File: src/rtl/player_pkg.sv
// player_pkg: shared types and button indices for the player motion logic
package player_pkg;
  typedef logic [31:0] pos_t;
  typedef enum logic [1:0] {GROUNDED, RISE, HANG, FALL} jump_state_t;
  localparam int BTN_JUMP  = 0;
  localparam int BTN_DOWN  = 1;
  localparam int BTN_LEFT  = 2;
  localparam int BTN_RIGHT = 3;
endpackage

File: src/rtl/player_motion_ctrl_btn_sync.sv
// btn_sync: 2-flop button synchronizer with a per-frame sample register and rising-edge output
module btn_sync #(
  parameter int W = 4
) (
  input  logic         clk,
  input  logic         rst,
  input  logic         tick,
  input  logic [W-1:0] d,
  output logic [W-1:0] q,
  output logic [W-1:0] rise
);
  logic [W-1:0] s1, s2, prev;
  // synchronizer always runs; the previous sample only advances on a frame tick
  always_ff @(posedge clk or posedge rst)
    if (rst) begin
      s1   <= '0;
      s2   <= '0;
      prev <= '0;
    end else begin
      s1 <= d;
      s2 <= s1;
      if (tick) prev <= s2;
    end
  assign q    = s2;
  assign rise = s2 & ~prev;
endmodule

File: src/rtl/player_motion_ctrl.sv
// player_motion_ctrl: per-frame player position with horizontal clamp (or wrap under PLAYER_HWRAP_EN) and jump FSM
module player_motion_ctrl
  import player_pkg::*;
#(
  parameter pos_t H_MIN       = 0,
  parameter pos_t H_MAX       = 600,
  parameter pos_t H_START     = 300,
  parameter pos_t H_STEP      = 4,
  parameter pos_t GROUND_V    = 400,
  parameter pos_t JUMP_HEIGHT = 120,
  parameter pos_t V_STEP      = 8,
  parameter pos_t HANG_FRAMES = 4
) (
  input  logic        clk,
  input  logic        rst,
  input  logic        frame_tick,
  input  logic        pause,
  input  logic [3:0]  btns,
  output logic [31:0] player_hOffset,
  output logic [31:0] player_vOffset,
  output logic        on_ground,
  output logic        jump_active
);
  localparam pos_t APEX      = GROUND_V - JUMP_HEIGHT;
  localparam pos_t HANG_LAST = (HANG_FRAMES == 0) ? 0 : HANG_FRAMES - 1;
  jump_state_t state, state_n;
  pos_t h, h_n, v, v_n, cnt, cnt_n, h_lo, h_hi;
  logic [3:0] b, rise;
  logic active, left_only, right_only, unused_rise;
  assign active = frame_tick & ~pause;
  btn_sync #(.W(4)) u_sync (
    .clk (clk),
    .rst (rst),
    .tick(active),
    .d   (btns),
    .q   (b),
    .rise(rise)
  );
  assign unused_rise = ^rise[3:1];
  assign left_only  = b[BTN_LEFT] & ~b[BTN_RIGHT];
  assign right_only = b[BTN_RIGHT] & ~b[BTN_LEFT];
`ifdef PLAYER_HWRAP_EN
  assign h_lo = H_MAX;
  assign h_hi = H_MIN;
`else
  assign h_lo = H_MIN;
  assign h_hi = H_MAX;
`endif
  assign h_n = left_only  ? ((h < H_MIN + H_STEP) ? h_lo : h - H_STEP) :
               right_only ? ((h + H_STEP > H_MAX) ? h_hi : h + H_STEP) : h;
  // state and positions advance only on an active frame tick
  always_ff @(posedge clk or posedge rst)
    if (rst) begin
      state <= GROUNDED;
      h     <= H_START;
      v     <= GROUND_V;
      cnt   <= '0;
    end else if (active) begin
      state <= state_n;
      h     <= h_n;
      v     <= v_n;
      cnt   <= cnt_n;
    end
  // jump sequencing; bounds are tested before any subtraction so nothing underflows
  always_comb begin
    state_n = state;
    v_n     = v;
    cnt_n   = cnt;
    case (state)
      GROUNDED: state_n = rise[BTN_JUMP] ? RISE : GROUNDED;
      RISE:
        if (b[BTN_DOWN]) state_n = FALL;
        else if (v <= APEX + V_STEP) begin
          v_n     = APEX;
          cnt_n   = '0;
          state_n = HANG;
        end else v_n = v - V_STEP;
      HANG:
        if (b[BTN_DOWN] || cnt == HANG_LAST) state_n = FALL;
        else cnt_n = cnt + 1;
      FALL:
        if (v + V_STEP >= GROUND_V) begin
          v_n     = GROUND_V;
          state_n = GROUNDED;
        end else v_n = v + V_STEP;
    endcase
  end
  // status flags decoded from the registered state
  always_comb begin
    on_ground   = state == GROUNDED;
    jump_active = state != GROUNDED;
  end
  assign player_hOffset = h;
  assign player_vOffset = v;
endmodule

File: config.mk
export PLATFORM = sky130hd
export DESIGN_NAME = player_motion_ctrl
export DESIGN_NICKNAME = d
export VERILOG_FILES = /design/src/rtl/player_pkg.sv /design/src/rtl/player_motion_ctrl_btn_sync.sv /design/src/rtl/player_motion_ctrl.sv
export SDC_FILE = /design/constraint.sdc
export NUM_CORES = 1
export LEC_CHECK = 0
export ABC_AREA = 1
export CAP_MARGIN = 30
export CORE_ASPECT_RATIO = 0.5
export CORE_MARGIN = 3
export CORE_UTILIZATION = 30
export CTS_CLUSTER_DIAMETER = 150
export CTS_CLUSTER_SIZE = 24
export DETAILED_ROUTE_END_ITERATION = 10
export PLACE_DENSITY_LB_ADDON = 0.3
export SETUP_SLACK_MARGIN = 0.5
export SYNTH_ARGS = -nofsm -noshare
export SYNTH_HDL_FRONTEND = slang
export SYNTH_SLANG_ARGS = --single-unit
File: constraint.sdc
create_clock -name clk -period 8.9 [get_ports clk]
set_input_delay 1.78 -clock clk [delete_from_list [all_inputs] [get_ports clk]]
set_output_delay 1.78 -clock clk [all_outputs]
set_load 0.02 [all_outputs]
==> results.py, run 1 <==
metrics = {
    "status": {
        "status": "completed",
    },
    "clock_network": {
        "cts_setup_buffers": 0,
        "numCtsBuffers": 9,
        "cts_resized": 0,
        "clk_path_buf_depth": 2,
        "insertion_delay_ns": 0.39,
        "cts_htree_levels": 3,
        "clock-sinks": 102,
        "cts_tree": "yes",
        "hold_buffers": 0,
        "clock-root-buffer": "clkbuf_16",
        "path_clk_slew_ns": 0.07,
    },
    "worst_setup_path": {
        "critPathRequiredTime_ns": 9.20,
        "cp_top_family": "buffers and inverters",
        "cp-end-kind": "register",
        "start_kind": "input pin",
        "rr_endpoint": "player_vOffset[24]",
        "critPathMaxStageDelay_ns": 0.77,
        "crit_slowest_cell": "clkinv_1",
        "cp-startpoint": "frame_tick",
        "cp_common_cell": "inv_1",
        "rrSetupSlack_ns": 6.00,
        "path_buf_inv": 6,
        "cp_num_cells": 12,
        "path_class": "input pin to register",
        "path_cells": "clkdlybuf4s50_1, inv_1, nor2_1, inv_1, nor2_1, inv_1, a21oi_2, buf_4, clkinv_1, o21ai_0, o21ai_1, a31oi_1",
        "worst-path-max-fanout": 34,
        "ff2ff_path_depth": 8,
        "rr_startpoint": "state[0]",
        "crit_arrival_ns": 4.49,
    },
    "die": {
        "core_um2": 28500,
        "die_height_um": 128,
        "dieArea_um2": 32000,
        "io_pins": 74,
        "rows": 43,
        "start_util": 0.313,
        "chipWidth_um": 250,
    },
    "run": {
        "drv_cap": 0,
    },
    "route": {
        "wl_mm": 27.2,
        "vias": 9066,
        "drtIter0Drc": 685,
        "dr.pass1.iters": 5,
        "wl_per_cell_um": 14.7,
        "drc": 0,
        "viasPerCell": 4.89,
        "antenna_left": 0,
    },
    "placed_design": {
        "place_ws_ns": 4.24,
        "port_buffers": 68,
        "dp_cells": 1839,
        "gp_congestion": 0.942,
        "dp_hpwl_mm": 20.8,
    },
    "synthesis": {
        "synthCells": 1432,
        "ys_seq_elements": 102,
        "synth_commonest_cells": "446 x nand2_1, 198 x nor2_1, 136 x inv_1",
        "ys_types": 50,
        "synth_top_area_frac": 0.266,
        "yosysMostFrequentCell": "nand2_1",
        "syn_area_per_cell_um2": 6.24,
        "yosysWarnings": 0,
        "async_flop_share": 1.00,
        "syn-cell-area_um2": 8940,
        "synth-edff-count": 0,
        "synth_area_leader_cell": "dfrtp_1",
        "synth_area_leaders": "dfrtp_1 27%, nand2_1 19%, nor2_1 8.3%, nand3_1 6.7%, inv_1 5.7%",
        "synth_flop_cell": "dfrtp_1",
        "synth_seq_area_share": 0.287,
    },
    "timing": {
        "skew_ns": 0.0161,
        "worst_pin_slew_ns": 0.885,
        "hold_viol": 0,
        "finalSetupTns_ns": 0,
        "slew_viol_final": 0,
        "fin_ws_ns": 4.71,
        "fin_crit_sh": 0.471,
        "rsz0062_at_grt": "no",
        "slew-limit-headroom": 0.407,
        "fmax_mhz": 238,
        "fin_crit_ns": 4.19,
        "setup_viol": 0,
    },
    "global_route": {
        "grt_pass1_vias": 8449,
        "overflow": 0,
        "antenna_found_initial": 0,
        "grt_pass1_wl_mm": 44.7,
        "track_usage": 0.172,
        "grt_start_max_net_pins": 65,
    },
    "hold_path": {
        "min-delay-start": "u_sync.s1[0]",
        "timing.hold.worst_path_depth": 0,
        "min_to": "u_sync.q[0]",
        "worstHoldPathType": "register to register",
    },
    "cells_and_area": {
        "drive_gt1_frac": 0.0788,
        "finalNetCount": 1488,
        "syn_to_final_growth_pct": 13.7,
        "n_antenna_cell": 0,
        "fin_cells": 1855,
    },
    "power_and_ir_drop": {
        "ir_drop_uv": 90.9,
        "p_leak_uw": 0.00426,
        "powerDensity_nw_per_um2": 210,
    },
}
==> worst reg2reg max path, delay by kind of cell, from the launching register on <==
family	cells	cell delay, ns
buffers and inverters	3	1.27
AO/OA/AOI/OAI	4	0.82
flip-flops	1	0.42
adder cells (fa/ha/maj)	1	0.33
==> registers in the layout (all words and copies together), names as in the netlist <==
register and flops:
cnt 32, player_hOffset 30, player_vOffset 29, state 2, u_sync.prev 1, u_sync.q 4
u_sync.s1 4
==> layout by cell type, fill, tap and decap left out, types with 19 or more instances in the layout <==
| cell type | Yosys | layout |
|---|---|---|
| nand3_1 | 119 | 119 |
| nor4_1 | 19 | 19 |
| nor3_1 | 27 | 27 |
| nand2_1 | 446 | 446 |
| inv_1 | 136 | 135 |
| clkdlybuf4s50_1 | 0 | 68 |
| a21oi_1 | 19 | 19 |
| dfrtp_1 | 95 | 95 |
| o21ai_0 | 78 | 78 |
| xor2_1 | 50 | 50 |
| nor2_1 | 198 | 198 |
| nor2_2 | 19 | 19 |
| nand4_1 | 35 | 35 |
==> cells by family after synthesis <==
| kind of cell | synth area share |
|---|---|
| buf+inv | 0.0921 |
| fa+ha+maj | 0.0168 |
| xor+xnor | 0.0500 |
| compound gates | 0.0815 |
| other cells | 0.000420 |
| flops | 0.287 |
| simple gates | 0.473 |
==> worst max path at each step <==
stage	end	slack (ns)
final	player_vOffset[24]	4.71
after global routing	player_vOffset[24]	4.21
after CTS	player_vOffset[24]	4.62
after detailed placement	player_vOffset[24]	4.24
after global placement	player_vOffset[24]	4.33
after floorplan	cnt[0]	4.46
==> stage by stage <==
stage                     utilization  hold slack [ns]  power (uW)  area [um2]
after detailed placement        0.347            0.336        1750        9890
after global placement          0.346            0.333        1750        9860
after floorplan                     -            0.331        1400        8950
after CTS                       0.356            0.354        2160       10200
after global routing            0.356            0.356        2310       10200
final                           0.356            0.352        2140       10200
==> cell type report <==
class	instances	area, um2
fill	3107	18400
multi-input combinational	1138	5570
sequential	102	2560
timing repair buffer	73	738
inverter	144	543
tap	382	478
clock buffer	9	225
clock inverter	7	50.0
==> layer usage <==
layer,global-route usage,vias to the layer above,part of all wire
met5,0,-,0
met4,0.0281,0,0.0094
met3,0.0339,18,0.044
met2,0.291,207,0.46
met1,0.233,4174,0.48
li1,-,4667,-
==> power by group <==
part           switching [uW]  leakage, uW  total, uW  internal (uW)
clock                     211     0.000128        402            191
combinational             659      0.00280       1010            352
sequential                180      0.00133        725            545
total                    1050      0.00426       2140           1090
Power figures use the tool's default switching activity.
==> inputs of run 2 (changes only) <==
clock period = 3.9 ns   (was 8.9 ns; I/O delays follow)
==> run 2 against run 1 <==
Design area rose by 0.43%. Register-to-register slack got worse by 4.7 ns. Combinational power rose by 130%. Via count fell by 0.51%. Largest cell class unchanged.
==> results.py, run 2 (synthesized netlist as in run 1, its figures left out) <==
metrics = {
    "status": {
        "status": "completed",
    },
    "power_and_ir_drop": {
        "p_sw_uw": 2390,
        "p_sw_frac": 0.486,
        "p_comb_frac": 0.477,
        "clkPwrFrac": 0.190,
        "p_leak_uw": 0.00428,
        "pwr-share-seq": 0.333,
        "powerDensity_nw_per_um2": 483,
        "p_int_uw": 2530,
        "ir_drop_uv": 233,
        "p_total_uw": 4930,
    },
    "cells_and_area": {
        "fin_cells": 1860,
        "syn_to_final_growth_pct": 14.2,
        "final_common_cell": "nand2_1",
        "final_cell_area_um2": 10200,
        "finalNetCount": 1493,
        "regMostFlops": "cnt",
        "largest_register_ffs": 32,
        "most-common-layout-cells": "446 x nand2_1, 198 x nor2_1, 135 x inv_1",
        "drive_gt1_frac": 0.0812,
        "n_antenna_cell": 0,
    },
    "die": {
        "core_um2": 28500,
        "start_util": 0.313,
        "chipWidth_um": 250,
        "dieArea_um2": 32000,
        "io_pins": 74,
        "die_height_um": 128,
        "rows": 43,
    },
    "worst_setup_path": {
        "crit_arrival_ns": 2.84,
        "worst-path-max-fanout": 15,
        "path_cells": "inv_1, ha_1, nand2_2, nor2_2, nand3_2, nor2_4, nand3_2, nor2_4, nand2_2, nand2_2, inv_2, o21ai_0, o21ai_0",
        "critPathRequiredTime_ns": 4.12,
        "start_kind": "register",
        "cp-end-kind": "register",
        "critPathMaxStageDelay_ns": 0.41,
        "path_class": "register to register",
        "cp_common_cell": "nand2_2",
        "crit_slowest_cell": "dfstp_2",
    },
    "clock_network": {
        "clock-sinks": 102,
        "cts_resized": 0,
        "clock-root-buffer": "clkbuf_16",
        "insertion_delay_ns": 0.38,
        "cts_tree": "yes",
        "clk_path_buf_depth": 2,
        "cts_setup_buffers": 0,
        "hold_buffers": 0,
        "cts_htree_levels": 3,
        "numCtsBuffers": 9,
        "path_clk_slew_ns": 0.07,
    },
    "global_route": {
        "grt_pass1_vias": 8355,
        "grt_start_max_net_pins": 65,
        "grt_pass1_wl_mm": 45.1,
        "antenna_found_initial": 0,
        "track_usage": 0.175,
        "overflow": 0,
    },
    "timing": {
        "fin_crit_ns": 2.62,
        "fmax_mhz": 382,
        "slew_viol_final": 0,
        "worst_pin_slew_ns": 0.886,
        "finalSetupTns_ns": 0,
        "skew_ns": 0.0117,
        "rsz0062_at_grt": "no",
        "fin_crit_sh": 0.672,
        "slew-limit-headroom": 0.408,
        "setup_viol": 0,
        "hold_viol": 0,
    },
    "hold_path": {
        "worstHoldPathType": "register to register",
    },
    "placed_design": {
        "dpl-instance-area_um2": 9920,
        "dp_cells": 1844,
        "gp_congestion": 0.928,
        "port_buffers": 68,
        "dp_hpwl_mm": 21.2,
    },
    "route": {
        "dr.pass1.iters": 5,
        "wl_per_cell_um": 14.9,
        "viasPerCell": 4.85,
        "drtIter0Drc": 721,
        "wl_mm": 27.7,
        "antenna_left": 0,
        "vias": 9020,
        "drc": 0,
    },
    "run": {
        "drv_cap": 0,
    },
}
[run 2: cell types whose count changed in the layout (fill, tap and decap cells not counted)]
cell        before  now
buf_16           1    0
buf_12           0    1
clkinv_2         2    0
clkinvlp_4       3    4
buf_4            4    9
inv_6            1    0
clkbuf_1         0    1
clkbuf_8         0    2
inv_4            1    0
[run 2: layout make-up]
type	count	area, um2
tap	382	478
timing repair buffer	78	768
multi-input combinational	1138	5570
fill	3168	18300
sequential	102	2560
inverter	144	544
clock inverter	4	31.3
clock buffer	12	256
[run 2: metal layers]
layer / track usage / wire length, um / up-vias
met2: 0.294 / 12900 / 188
li1: - / - / 4670
met3: 0.0332 / 1170 / 17
met4: 0.0345 / 274 / 0
met1: 0.237 / 13300 / 4145
met5: 0 / 0 / -
[run 2: through the flow]
stage | hold slack (ns) | setup slack [ns] | util
after floorplan | 0.331 | 1.69 | -
after detailed placement | 0.335 | 0.949 | 0.348
after global placement | 0.332 | 0.995 | 0.348
after global routing | 0.365 | 1.05 | 0.358
after CTS | 0.352 | 1.29 | 0.358
final | 0.348 | 1.28 | 0.358
[run 2: path summary, 6_finish.rpt]
kind / start / end / slack, ns / cells past startpoint
worst max register to register: player_hOffset[2] / player_hOffset[13] / 1.28 / 13
worst min-delay path: u_sync.s1[0] / u_sync.q[0] / 0.35 / 0
min in group asynchronous: rst / u_sync.s1[3] / 0.92 / 2
worst min register to register: u_sync.s1[0] / u_sync.q[0] / 0.35 / 0
worst max-delay path: player_hOffset[2] / player_hOffset[13] / 1.28 / 13
max in group asynchronous: rst / player_hOffset[8] / 2.21 / 3
[run 2: worst max-delay path, delay by kind of cell, from the launching register on]
| family | cells | cell delay [ns] |
|---|---|---|
| adders and majority gates | 1 | 0.26 |
| AOI/OAI and AO/OA | 2 | 0.25 |
| buffers and inverters | 2 | 0.36 |
| and+or+nand+nor | 8 | 1.16 |
| DFF | 1 | 0.41 |
[run 2: power groups by stage]
stage               Sequential [uW]  Combinational [uW]  Clock [uW]
finish                         1640                2350         935
global route                   1690                2620        1020
CTS                            1640                2360         969
detailed placement             1660                2350           0
global placement               1660                2350           0
floorplan                      1630                1570           0
==> inputs of run 3 (changes only) <==
clock period = 2.7 ns   (was 3.9 ns; I/O delays follow)
==> run 3 against run 2 <==
Non-clock buffer count is 83 higher. Register-to-register slack worse by 0.85 ns. Core utilization is 4.2 points higher. Sequential power is 43% higher. First-iteration DRC count is 30% higher. Clock power is 41% higher. Die area stayed put. Count of clock-buffer cells in the layout is 3 lower. Clock skew hardly changed. Largest cell class unchanged. Largest power group unchanged. Highest routed layer unchanged.
==> results.py, run 3 (synthesized netlist as in run 1, its figures left out) <==
metrics = {
    "status": {
        "status": "completed",
    },
    "timing": {
        "skew_ns": 0.0118,
        "fin_crit_sh": 0.842,
        "fmax_mhz": 440,
        "finalSetupTns_ns": 0,
        "setup_viol": 0,
        "fin_ws_ns": 0.428,
        "slew-limit-headroom": 0.649,
        "slew_viol_final": 0,
        "hold_viol": 0,
        "fin_crit_ns": 2.27,
        "hold_ws_ns": 0.351,
        "rsz0062_at_grt": "yes",
        "worst_pin_slew_ns": 0.519,
    },
    "cells_and_area": {
        "n_antenna_cell": 0,
        "most-common-layout-cells": "425 x nand2_1, 171 x nor2_1, 127 x inv_1",
        "seq_area_um2": 2590,
        "drive_gt1_frac": 0.199,
        "regMostFlops": "cnt",
        "syn_to_final_growth_pct": 27.5,
        "finalNetCount": 1576,
        "final_common_cell": "nand2_1",
        "fin_util": 0.400,
        "largest_register_ffs": 32,
        "nFillCells": 3013,
        "multi_input_area_um2": 6030,
    },
    "clock_network": {
        "insertion_delay_ns": 0.39,
        "clock-root-buffer": "clkbuf_16",
        "path_clk_slew_ns": 0.07,
        "cts_htree_levels": 3,
        "cts_tree": "yes",
        "clock-sinks": 102,
        "clk_path_buf_depth": 2,
        "numCtsBuffers": 9,
        "hold_buffers": 0,
    },
    "die": {
        "die_height_um": 128,
        "dieArea_um2": 32000,
        "core_um2": 28500,
        "rows": 43,
        "io_pins": 74,
        "chipWidth_um": 250,
        "start_util": 0.313,
    },
    "hold_path": {
        "min-delay-start": "u_sync.s1[1]",
        "min_to": "u_sync.q[1]",
        "worstHoldPathType": "register to register",
        "timing.hold.worst_path_depth": 0,
    },
    "route": {
        "antenna_left": 0,
        "vias": 9562,
        "dr.pass1.iters": 5,
        "drtIter0Drc": 939,
        "wl_per_cell_um": 15.3,
        "drc": 0,
        "viasPerCell": 4.92,
        "wl_mm": 29.7,
    },
    "placed_design": {
        "place_ws_ns": 0.222,
        "dp_hpwl_mm": 22.1,
        "gp_congestion": 0.952,
        "port_buffers": 68,
    },
    "worst_setup_path": {
        "crit_arrival_ns": 2.57,
        "rr_endpoint": "player_vOffset[29]",
        "critPathRequiredTime_ns": 3.00,
        "rrSetupSlack_ns": 0.43,
        "rr_startpoint": "player_vOffset[3]",
        "start_kind": "register",
        "path_class": "register to register",
        "ff2ff_path_depth": 11,
        "cp-end-kind": "register",
        "worst-path-max-fanout": 5,
    },
    "power_and_ir_drop": {
        "powerDensity_nw_per_um2": 709,
        "ir_drop_uv": 365,
        "p_leak_uw": 0.00484,
    },
    "global_route": {
        "grt_pass1_vias": 8950,
        "overflow": 0,
        "grt_pass1_wl_mm": 47.9,
        "track_usage": 0.185,
        "antenna_found_initial": 0,
        "grt_start_max_net_pins": 65,
    },
    "run": {
        "drv_cap": 0,
    },
}
[run 3: changes by cell type in the layout (fill, tap and decap cells not counted), moves of 9 or more]
cell,change
buf_4,+72
nor2_4,+14
dfrtp_2,+21
nand3_1,-12
nand2_1,-21
nand2_2,+10
nand2_4,+10
clkdlybuf4s50_1,-10
nand3_2,+9
nor2_2,+13
nor2_1,-27
dfrtp_1,-21
[run 3: how the worst max path moves through the flow]
stage,startpoint,end,slack [ns],cells past startpoint
final,player_vOffset[3],player_vOffset[29],0.43,11
after floorplan,player_vOffset[3],state[0],0.51,14
after global routing,player_vOffset[4],state[1],0.28,16
after global placement,player_vOffset[4],player_vOffset[3],0.21,15
after CTS,player_hOffset[2],player_hOffset[2],0.43,2
after detailed placement,player_vOffset[4],player_vOffset[3],0.22,15
[run 3: power breakdown]
group	leakage [uW]	internal (uW)	switching, uW
Clock	0.000134	639	682
Sequential	0.00130	1820	536
Combinational	0.00341	1700	2700
[run 3: what timing repair did]
action	CTS	global route
resized for setup	68	104
pin swaps	17	40
setup buffers	28	34
endpoints found under the setup margin	96	88
[run 3: through the flow]
step	area [um2]	instances	total power, uW
3_3_place_gp	10100	1865	5900
5_1_grt	11400	1943	8670
2_1_floorplan	8960	1436	4620
4_1_cts	10800	1909	7600
3_5_place_dp	10100	1865	5880
6_report	11400	1943	8080
[run 3: area by class of cell]
class | count | share of cell area
multi-input cells | 1138 | 0.529
flip-flops and latches | 102 | 0.227
repair buffers | 161 | 0.128
inverters | 144 | 0.0491
well taps | 382 | 0.0420
clock buffers | 9 | 0.0198
clock inverters | 7 | 0.00505
[run 3: critical path, cell delays in order, from the launching register on]
cell,delay [ns]
dfrtp_2,0.44
inv_2,0.15
ha_1,0.22
inv_1,0.10
nor3_4,0.23
nand2_2,0.14
nor2_2,0.17
nand4_1,0.20
buf_4,0.20
o21ai_0,0.17
nand4_1,0.10
o21ai_0,0.08
[run 3: metal layers]
layer  global-route usage  part of all wire  routed length, um  vias up
li1                     -                 -                  -     4843
met1                0.251              0.48              14100     4475
met2                0.307              0.47              14000      212
met3               0.0363             0.042               1240       32
met4               0.0400             0.012                362        0
met5                    0                 0                  0        -
